File: src/rtl/sd_spi.sv
// SPI mode-0 master for the SD-card slot: one full-duplex 8-bit exchange per start strobe,
// with a port-writable chip select and a divisor chosen per frame (slow init / fast data).
module sd_spi #(
  parameter int unsigned DIV_SLOW = 62,
  parameter int unsigned DIV_FAST = 1
) (
  input  logic       clock,
  input  logic       reset,
  input  logic       start,
  input  logic [7:0] tx,
  input  logic       fast,
  input  logic       cs_we,
  input  logic       cs_in,
  output logic [7:0] rx,
  output logic       busy,
  output logic       done,
  output logic       sd_clk,
  output logic       sd_mosi,
  input  logic       sd_miso,
  output logic       sd_cs_n
);

  localparam int unsigned DMAX = (DIV_SLOW > DIV_FAST) ? DIV_SLOW : DIV_FAST;
  localparam int unsigned DW   = (DMAX < 1) ? 1 : $clog2(DMAX + 1);

  typedef enum logic [1:0] {
    S_IDLE,
    S_LOW,
    S_HIGH
  } state_t;

  state_t        r_state, w_state_nx;
  logic [DW-1:0] r_div,   w_div_nx;
  logic [DW-1:0] r_d,     w_d_nx;
  logic [2:0]    r_bit,   w_bit_nx;
  logic [7:0]    r_tx,    w_tx_nx;
  logic [7:0]    r_rxsh,  w_rxsh_nx;
  logic [7:0]    r_rx,    w_rx_nx;
  logic          r_busy,  w_busy_nx;
  logic          r_done,  w_done_nx;
  logic          r_sclk,  w_sclk_nx;
  logic          r_mosi,  w_mosi_nx;
  logic          r_cs_n,  w_cs_n_nx;
  logic          w_last;

  assign w_last = (r_div == r_d);

  always_comb begin
    w_state_nx = r_state;
    w_div_nx   = r_div;
    w_d_nx     = r_d;
    w_bit_nx   = r_bit;
    w_tx_nx    = r_tx;
    w_rxsh_nx  = r_rxsh;
    w_rx_nx    = r_rx;
    w_busy_nx  = r_busy;
    w_done_nx  = 1'b0;
    w_sclk_nx  = r_sclk;
    w_mosi_nx  = r_mosi;
    w_cs_n_nx  = r_cs_n;

    case (r_state)
      S_IDLE: begin
        // Chip select is only writable between frames; it may change on the same edge a frame starts.
        if (cs_we) w_cs_n_nx = cs_in;
        if (start) begin
          w_d_nx     = fast ? DW'(DIV_FAST) : DW'(DIV_SLOW);
          w_tx_nx    = tx;
          w_mosi_nx  = tx[7];
          w_sclk_nx  = 1'b0;
          w_bit_nx   = '0;
          w_div_nx   = '0;
          w_busy_nx  = 1'b1;
          w_state_nx = S_LOW;
        end
      end

      S_LOW: begin
        if (w_last) begin
          w_div_nx   = '0;
          w_sclk_nx  = 1'b1;
          w_rxsh_nx  = {r_rxsh[6:0], sd_miso};
          w_state_nx = S_HIGH;
        end else begin
          w_div_nx = r_div + 1'b1;
        end
      end

      S_HIGH: begin
        if (w_last) begin
          w_div_nx  = '0;
          w_sclk_nx = 1'b0;
          if (r_bit != 3'd7) begin
            // r_tx[7] is the bit currently on the wire, so the next one is r_tx[6].
            w_bit_nx   = r_bit + 3'd1;
            w_mosi_nx  = r_tx[6];
            w_tx_nx    = {r_tx[6:0], 1'b0};
            w_state_nx = S_LOW;
          end else begin
            w_rx_nx    = r_rxsh;
            w_busy_nx  = 1'b0;
            w_done_nx  = 1'b1;
            w_mosi_nx  = 1'b1;
            w_state_nx = S_IDLE;
          end
        end else begin
          w_div_nx = r_div + 1'b1;
        end
      end

      default: begin
        w_state_nx = S_IDLE;
        w_busy_nx  = 1'b0;
        w_sclk_nx  = 1'b0;
        w_mosi_nx  = 1'b1;
      end
    endcase
  end

  always_ff @(posedge clock) begin
    if (reset) begin
      r_state <= S_IDLE;
      r_div   <= '0;
      r_d     <= '0;
      r_bit   <= '0;
      r_tx    <= '0;
      r_rxsh  <= '0;
      r_rx    <= '1;
      r_busy  <= 1'b0;
      r_done  <= 1'b0;
      r_sclk  <= 1'b0;
      r_mosi  <= 1'b1;
      r_cs_n  <= 1'b1;
    end else begin
      r_state <= w_state_nx;
      r_div   <= w_div_nx;
      r_d     <= w_d_nx;
      r_bit   <= w_bit_nx;
      r_tx    <= w_tx_nx;
      r_rxsh  <= w_rxsh_nx;
      r_rx    <= w_rx_nx;
      r_busy  <= w_busy_nx;
      r_done  <= w_done_nx;
      r_sclk  <= w_sclk_nx;
      r_mosi  <= w_mosi_nx;
      r_cs_n  <= w_cs_n_nx;
    end
  end

  assign rx      = r_rx;
  assign busy    = r_busy;
  assign done    = r_done;
  assign sd_clk  = r_sclk;
  assign sd_mosi = r_mosi;
  assign sd_cs_n = r_cs_n;

endmodule

File: config.mk
export PLATFORM = sky130hd
export DESIGN_NAME = sd_spi
export DESIGN_NICKNAME = d
export VERILOG_FILES = /design/src/rtl/sd_spi.sv
export SDC_FILE = /design/constraint.sdc
export NUM_CORES = 1
export LEC_CHECK = 0
export CAP_MARGIN = 15
export CORE_ASPECT_RATIO = 0.5
export CORE_MARGIN = 5
export CORE_UTILIZATION = 48
export CTS_CLUSTER_DIAMETER = 50
export DETAILED_ROUTE_END_ITERATION = 12
export DONT_BUFFER_PORTS = 1
export PLACE_DENSITY = 0.74
export SLEW_MARGIN = 20
export SYNTH_ARGS = -nofsm -noshare
export SYNTH_HDL_FRONTEND = slang
export SYNTH_SLANG_ARGS = --single-unit
File: constraint.sdc
create_clock -name clock -period 2.3 [get_ports clock]
set_input_delay 0.46 -clock clock [delete_from_list [all_inputs] [get_ports clock]]
set_output_delay 0.46 -clock clock [all_outputs]
set_load 0.02 [all_outputs]
* Word-level counts from Yosys, hierarchy flattened *
Index checks and enable logic that the tools add are counted.

cells by class
  add/sub/neg operators = 2
  equal/unequal tests = 9
  multiplexer cells = 30
  bitwise gates (word level) = 4
  reduce and logical (&&, ||, !) cells = 14

operator list
  cell                                                  count
  two-way mux 7 bit                                     3
  two-way mux 6 bit                                     3
  one-hot mux 7 bit (2 select lines)                    1
  one-hot mux 6 bit (2 select lines)                    1
  two-way mux 1 bit                                     11
  inequality test 2 bit (second input constant)         5
  two-way mux 3 bit                                     3
  one-hot mux 1 bit (3 select lines)                    3
  AND reduction 3 bit                                   3
  AND reduction 2 bit                                   4
  AND reduction 4 bit                                   2
  adder 6 x 1 -> 6 bit (second input constant)          1
  equality test 6 bit                                   1
  two-way mux 2 bit                                     3
  one-hot mux 2 bit (3 select lines)                    1
  one-hot mux 3 bit (2 select lines)                    1
  NOT 1 bit                                             4
  nonzero test 2 bit                                    2
  adder 3 x 1 -> 3 bit (second input constant)          1
  inequality test 3 bit (second input constant)         1
  OR reduction 3 bit                                    1
  equality test 2 x 1 -> 1 bit (second input constant)  1
  equality test 2 bit (second input constant)           1
  logical NOT 2 bit                                     1
  OR reduction 2 bit                                    1

storage, ports and cells
  register bits = 45
  input port bits = 15
  output and inout port bits = 13

* Logic depth before layout (Yosys ltp) *
  word-level depth = 4
  gate-level depth with buffers = 7
  gate-level depth less buffers = 6

* Worst setup path after synthesis *
OpenSTA, ideal clock, no wires.

  kind = register -> register
  start = reg r_state[1]
  end = reg r_div[4]
  arrival time = 1.824 ns
  path slack = 0.391 ns
  cell stages (with the launch flop) = 8
  buffers on the path = 1
  cell sequence = dfxtp_1 > inv_1 > ha_1 > nor2b_1 > buf_2 > nor4b_1 > xnor2_1 > a211oi_1

on the way
  longest elaborated chain between the ends = 4
  elaborated cells between the ends (all ways) = 8
  classes of those cells = eq/ne: 3; mux: 1; reduce/logical: 4

ends and longest elaborated chain
  element                                                                     RTL line  RTL
  start: declaration                                                          32        state_t r_state, w_state_nx;
  start signal: assignment                                                    135       r_state <= w_state_nx;
  equality test 2 bit / equality test 2 x 1 -> 1 bit (equally long branches)  62        case (r_state)
  OR reduction 2 bit (no source line)                                         n/a
  nonzero test 2 bit (no source line)                                         n/a
  AND reduction 2 bit (no source line)                                        n/a
  end signal: assignment                                                      136       r_div <= w_div_nx;
  end: declaration                                                            33        logic [DW-1:0] r_div, w_div_nx;

Several ways; a longest one is shown, not always the timed one.
A chain may end at the register's enable or synchronous reset.

* Final worst setup path *
  start = reg r_state[1]
  end = reg r_bit[2]

on the way
  longest elaborated chain between the ends = 3
  elaborated cells between the ends (all ways) = 8
  classes of those cells = eq/ne: 4; mux: 1; reduce/logical: 3

ends and longest elaborated chain
  element                                                                              RTL line  RTL
  equality test 2 bit / logical NOT 2 bit (equally long branches)                      62
  inequality test 2 bit (no source line) / nonzero test 2 bit (equally long branches)  n/a
  AND reduction 4 bit (no source line)                                                 n/a
  end signal: assignment                                                               138       r_bit <= w_bit_nx;
  end: declaration                                                                     35        logic [2:0] r_bit, w_bit_nx;

Several ways; a longest one is shown, not always the timed one.

==> qor.log <==
[run_status] run status complete, no violations
[routing] remaining antenna violation count 0
[worst_setup_path] crit-path cells ha_1 -> nand2b_1 -> nor3_2 -> a21oi_1 -> a32o_1
[yosys] count of cell types in the netlist 47
[yosys] Mapped Avg Cell Area 9.47 um2
[timing] worst-case hold slack 0.237 ns
[timing] count of pins over their slew limit 0
[timing] unrepaired setup endpoints after global routing no
[yosys] yosys warns 0
[timing] worst-case clock skew 0.00756 ns
[timing] portion of the clock cycle consumed by the worst path in the final layout 85.5%
[power_and_ir_drop] Max VDD drop 0.335 mV
[floorplan] standard-cell rows 16
[grt] total routing resource utilization after global routing 15.9%
[cts] root cell of the clock tree clkbuf_8
[routing] number of DRC markers after the initial detailed-route iteration 155
[grt] pin count of the biggest net entering global routing 26
[place] pre-CTS setup slack 0.321 ns
[worst_setup_path] CP peak stage delay 0.41 ns
[floorplan] number of top-level pins 28
[routing] Initial DRT Pass Iterations 4
[floorplan] core box area 3920 um2
[layout] Final Non-Filler Cells 265
[place] HPWL after detailed placement 3.02 mm
[layout] # nets final 232
[yosys] main flop type after synthesis dfxtp_1
[timing] transition at the pin with the smallest max-transition slack 0.750 ns
[grt] initial antenna violation count 0
[place] dpl cells 257
[yosys] number of cells produced by synthesis 207
[worst_setup_path] WP data required 2.48 ns
[routing] max layer used met4
[timing] final worst slack 0.333 ns
[routing] Remaining DRCs 0
[routing] total vias in the final route 1,557
[floorplan] die height 55.2 um
[yosys] number of synthesized flops with an enable pin 0
[yosys] portion of synthesized cell area occupied by the leading cell type 40.9%
[grt] via count of the first global-routing pass 1,442
[timing] Fin Setup TNS 0 ns
[cts] hold buffer count at CTS 0
[power_and_ir_drop] leakage component of the power 0.737 nW
[cts] level count of the clock H-tree 2
[yosys] asr flop ratio synth 0%
[yosys] share of the yosys chip area belonging to registers 40.9%
[layout] area of all sequential standard cells 801 um2
[worst_setup_path] startpoint kind of the worst setup timing path flop
[worst_setup_path] cell family with most CP delay simple AND/OR/NAND/NOR gates
[cts] number of clock buffers inserted by TritonCTS 5
[cts] Sinks on Clock Net 40
[timing] time the final worst path needs with I/O delays and setup 1.97 ns
[cts] clock latency on the worst-skew pair 0.28 ns
[yosys] count of state elements after synthesis 40
[timing] maximum clock rate 508 MHz
[cts] number of gates given a new drive strength after cts 0
[timing] Hold Fails Final Rpt 0
[yosys] post-synthesis instance area 1960 um2
[yosys] cell taking the most area after synthesis dfxtp_1
[routing] Detailed Route WL 4.15 mm
[place] GP Congestion 0.857
[floorplan] area enclosed by the die boundary 5540 um2
[worst_hold_path] worst hold path type in2reg
[routing] total met3 wirelength after detailed routing 301 um
[layout] ANT cells 0
[grt] total overflow reported by the global router 0
[worst_setup_path] sort of element at the end of the critical path flop
[timing] Max transition margin 49.6%
[worst_setup_path] classification of the worst setup path reg2reg
[grt] global-route wire length before repair 6.78 mm
[layout] fill cell instance count of the final layout 358
[worst_setup_path] Data arrival, critical path 2.14 ns
[floorplan] overall die width 100 um
[routing] wire per inst 15.7 um
[routing] routed wire length on met2 1.91 mm
[floorplan] initial cell density of the core 49.9%
[cts] maximum count of clock buffers along a single path 2
[worst_setup_path] Bufs and invs on worst path 0
[cts] clock input transition at the sequential cells of the worst setup and hold paths 0.08 ns
[cts] clock tree from TritonCTS yes
[layout] area added between synthesis and finish 7.09%
[run] number of max-cap violations 0
[routing] vias per std cell 5.88
[yosys] cell with the most instances after synthesis dfxtp_1
[cts] Post-CTS Repair Setup Buffers 0
[yosys] Post-Synthesis Net Count 229
[yosys] leading post-synthesis cells by cell area dfxtp_1 41%, mux2i_1 7.7%, a211oi_1 6.5%
[routing] length of routed wiring on met1 1.89 mm
[worst_setup_path] crit path max fanout 9
[worst_setup_path] critical-path cell with the highest stage delay dfxtp_1
[timing] Setup-failing EPs final 0
[layout] share of post-route cells with drive strength above 1 11.8%
[yosys] most numerous cell types in the synthesized netlist 40 x dfxtp_1, 17 x a211oi_1, 17 x nand2_1, 15 x mux2i_1, 13 x inv_1
[layout] area used by multi-input combinational logic 1050 um2
[power_and_ir_drop] power per cell area 1050 nW/um2
[place] count of input and output buffers 0
worst paths after layout:
path	start	endpoint	slack, ns	depth (start not counted)
setup / recovery	r_state[1]$_SDFFE_PP0P_	r_bit[2]$_SDFFE_PP0P_	0.33	5
hold / removal	reset	r_d[0]$_SDFFE_PP0P_	0.24	1
setup reg to reg	r_state[1]$_SDFFE_PP0P_	r_bit[2]$_SDFFE_PP0P_	0.33	5
hold reg to reg	r_rxsh[7]$_SDFFE_PP0P_	r_rxsh[7]$_SDFFE_PP0P_	0.47	2
cells in the final DEF (no fill, tap or decap), types with 2 or more instances in the layout:
cell,Yosys,final
nor2_1,6,6
ha_1,7,7
o211ai_1,9,9
nor4b_1,2,2
a31oi_1,2,2
a21oi_1,5,5
o22ai_1,2,2
buf_4,0,5
a221oi_1,2,2
nand2b_1,2,2
nand3_1,7,7
dfxtp_1,40,40
o21ai_0,11,11
nor3_1,5,5
clkbuf_8,0,6
nand4_1,2,2
and3b_1,2,2
nand2_1,17,17
a211oi_1,17,17
nor3b_1,3,3
a32o_1,3,3
inv_1,13,13
xnor2_1,5,5
nor2b_1,2,2
mux2i_1,15,15
report_power, final:
group	internal (mW)	leakage, nW	switching [mW]
sequential	0.805	0.326	0.103
combinational	0.317	0.367	0.492
clock	0.244	0.0445	0.236
cells by family after synthesis:
kind of cell,count (synthesis),share of synthesized area (%)
AO/OA/AOI/OAI,61,23.2
XOR/XNOR,6,2.68
adder cells (fa/ha/maj),7,4.47
buffers and inverters,23,5.75
flip-flops,40,40.9
multiplexers,15,7.66
AND/OR/NAND/NOR,55,15.4
layout make-up:
cell class              instances  area share [%]
clock buffers                   7            4.11
clock inverters                 1           0.358
inverters                      14            2.50
multi-input cells             144            49.9
flip-flops and latches         40            38.2
well taps                      54            3.22
repair buffers                  5            1.79
registers in the layout (all words and copies together) (netlist names), 2 cells and up:
register	flops
r_d	2
r_rxsh	8
r_div	6
r_bit	3
r_tx	7
r_state	2
rx	8
per-stage QoR:
stage | util [%] | instance area (um2) | power [mW]
after floorplan | - | 1960 | 1.55
final | 53.5 | 2100 | 2.20
after global placement | 51.1 | 2000 | 1.70
after global routing | 53.5 | 2100 | 2.34
after detailed placement | 51.1 | 2000 | 1.72
after CTS | 53.5 | 2100 | 2.20
layer usage:
layer	GRT usage, %	up-vias
met4	6.04	0
met1	19.8	726
li1	-	773
met3	5.26	6
met5	0	-
met2	26.3	52
No activity file was read; power rests on OpenSTA's default activity.
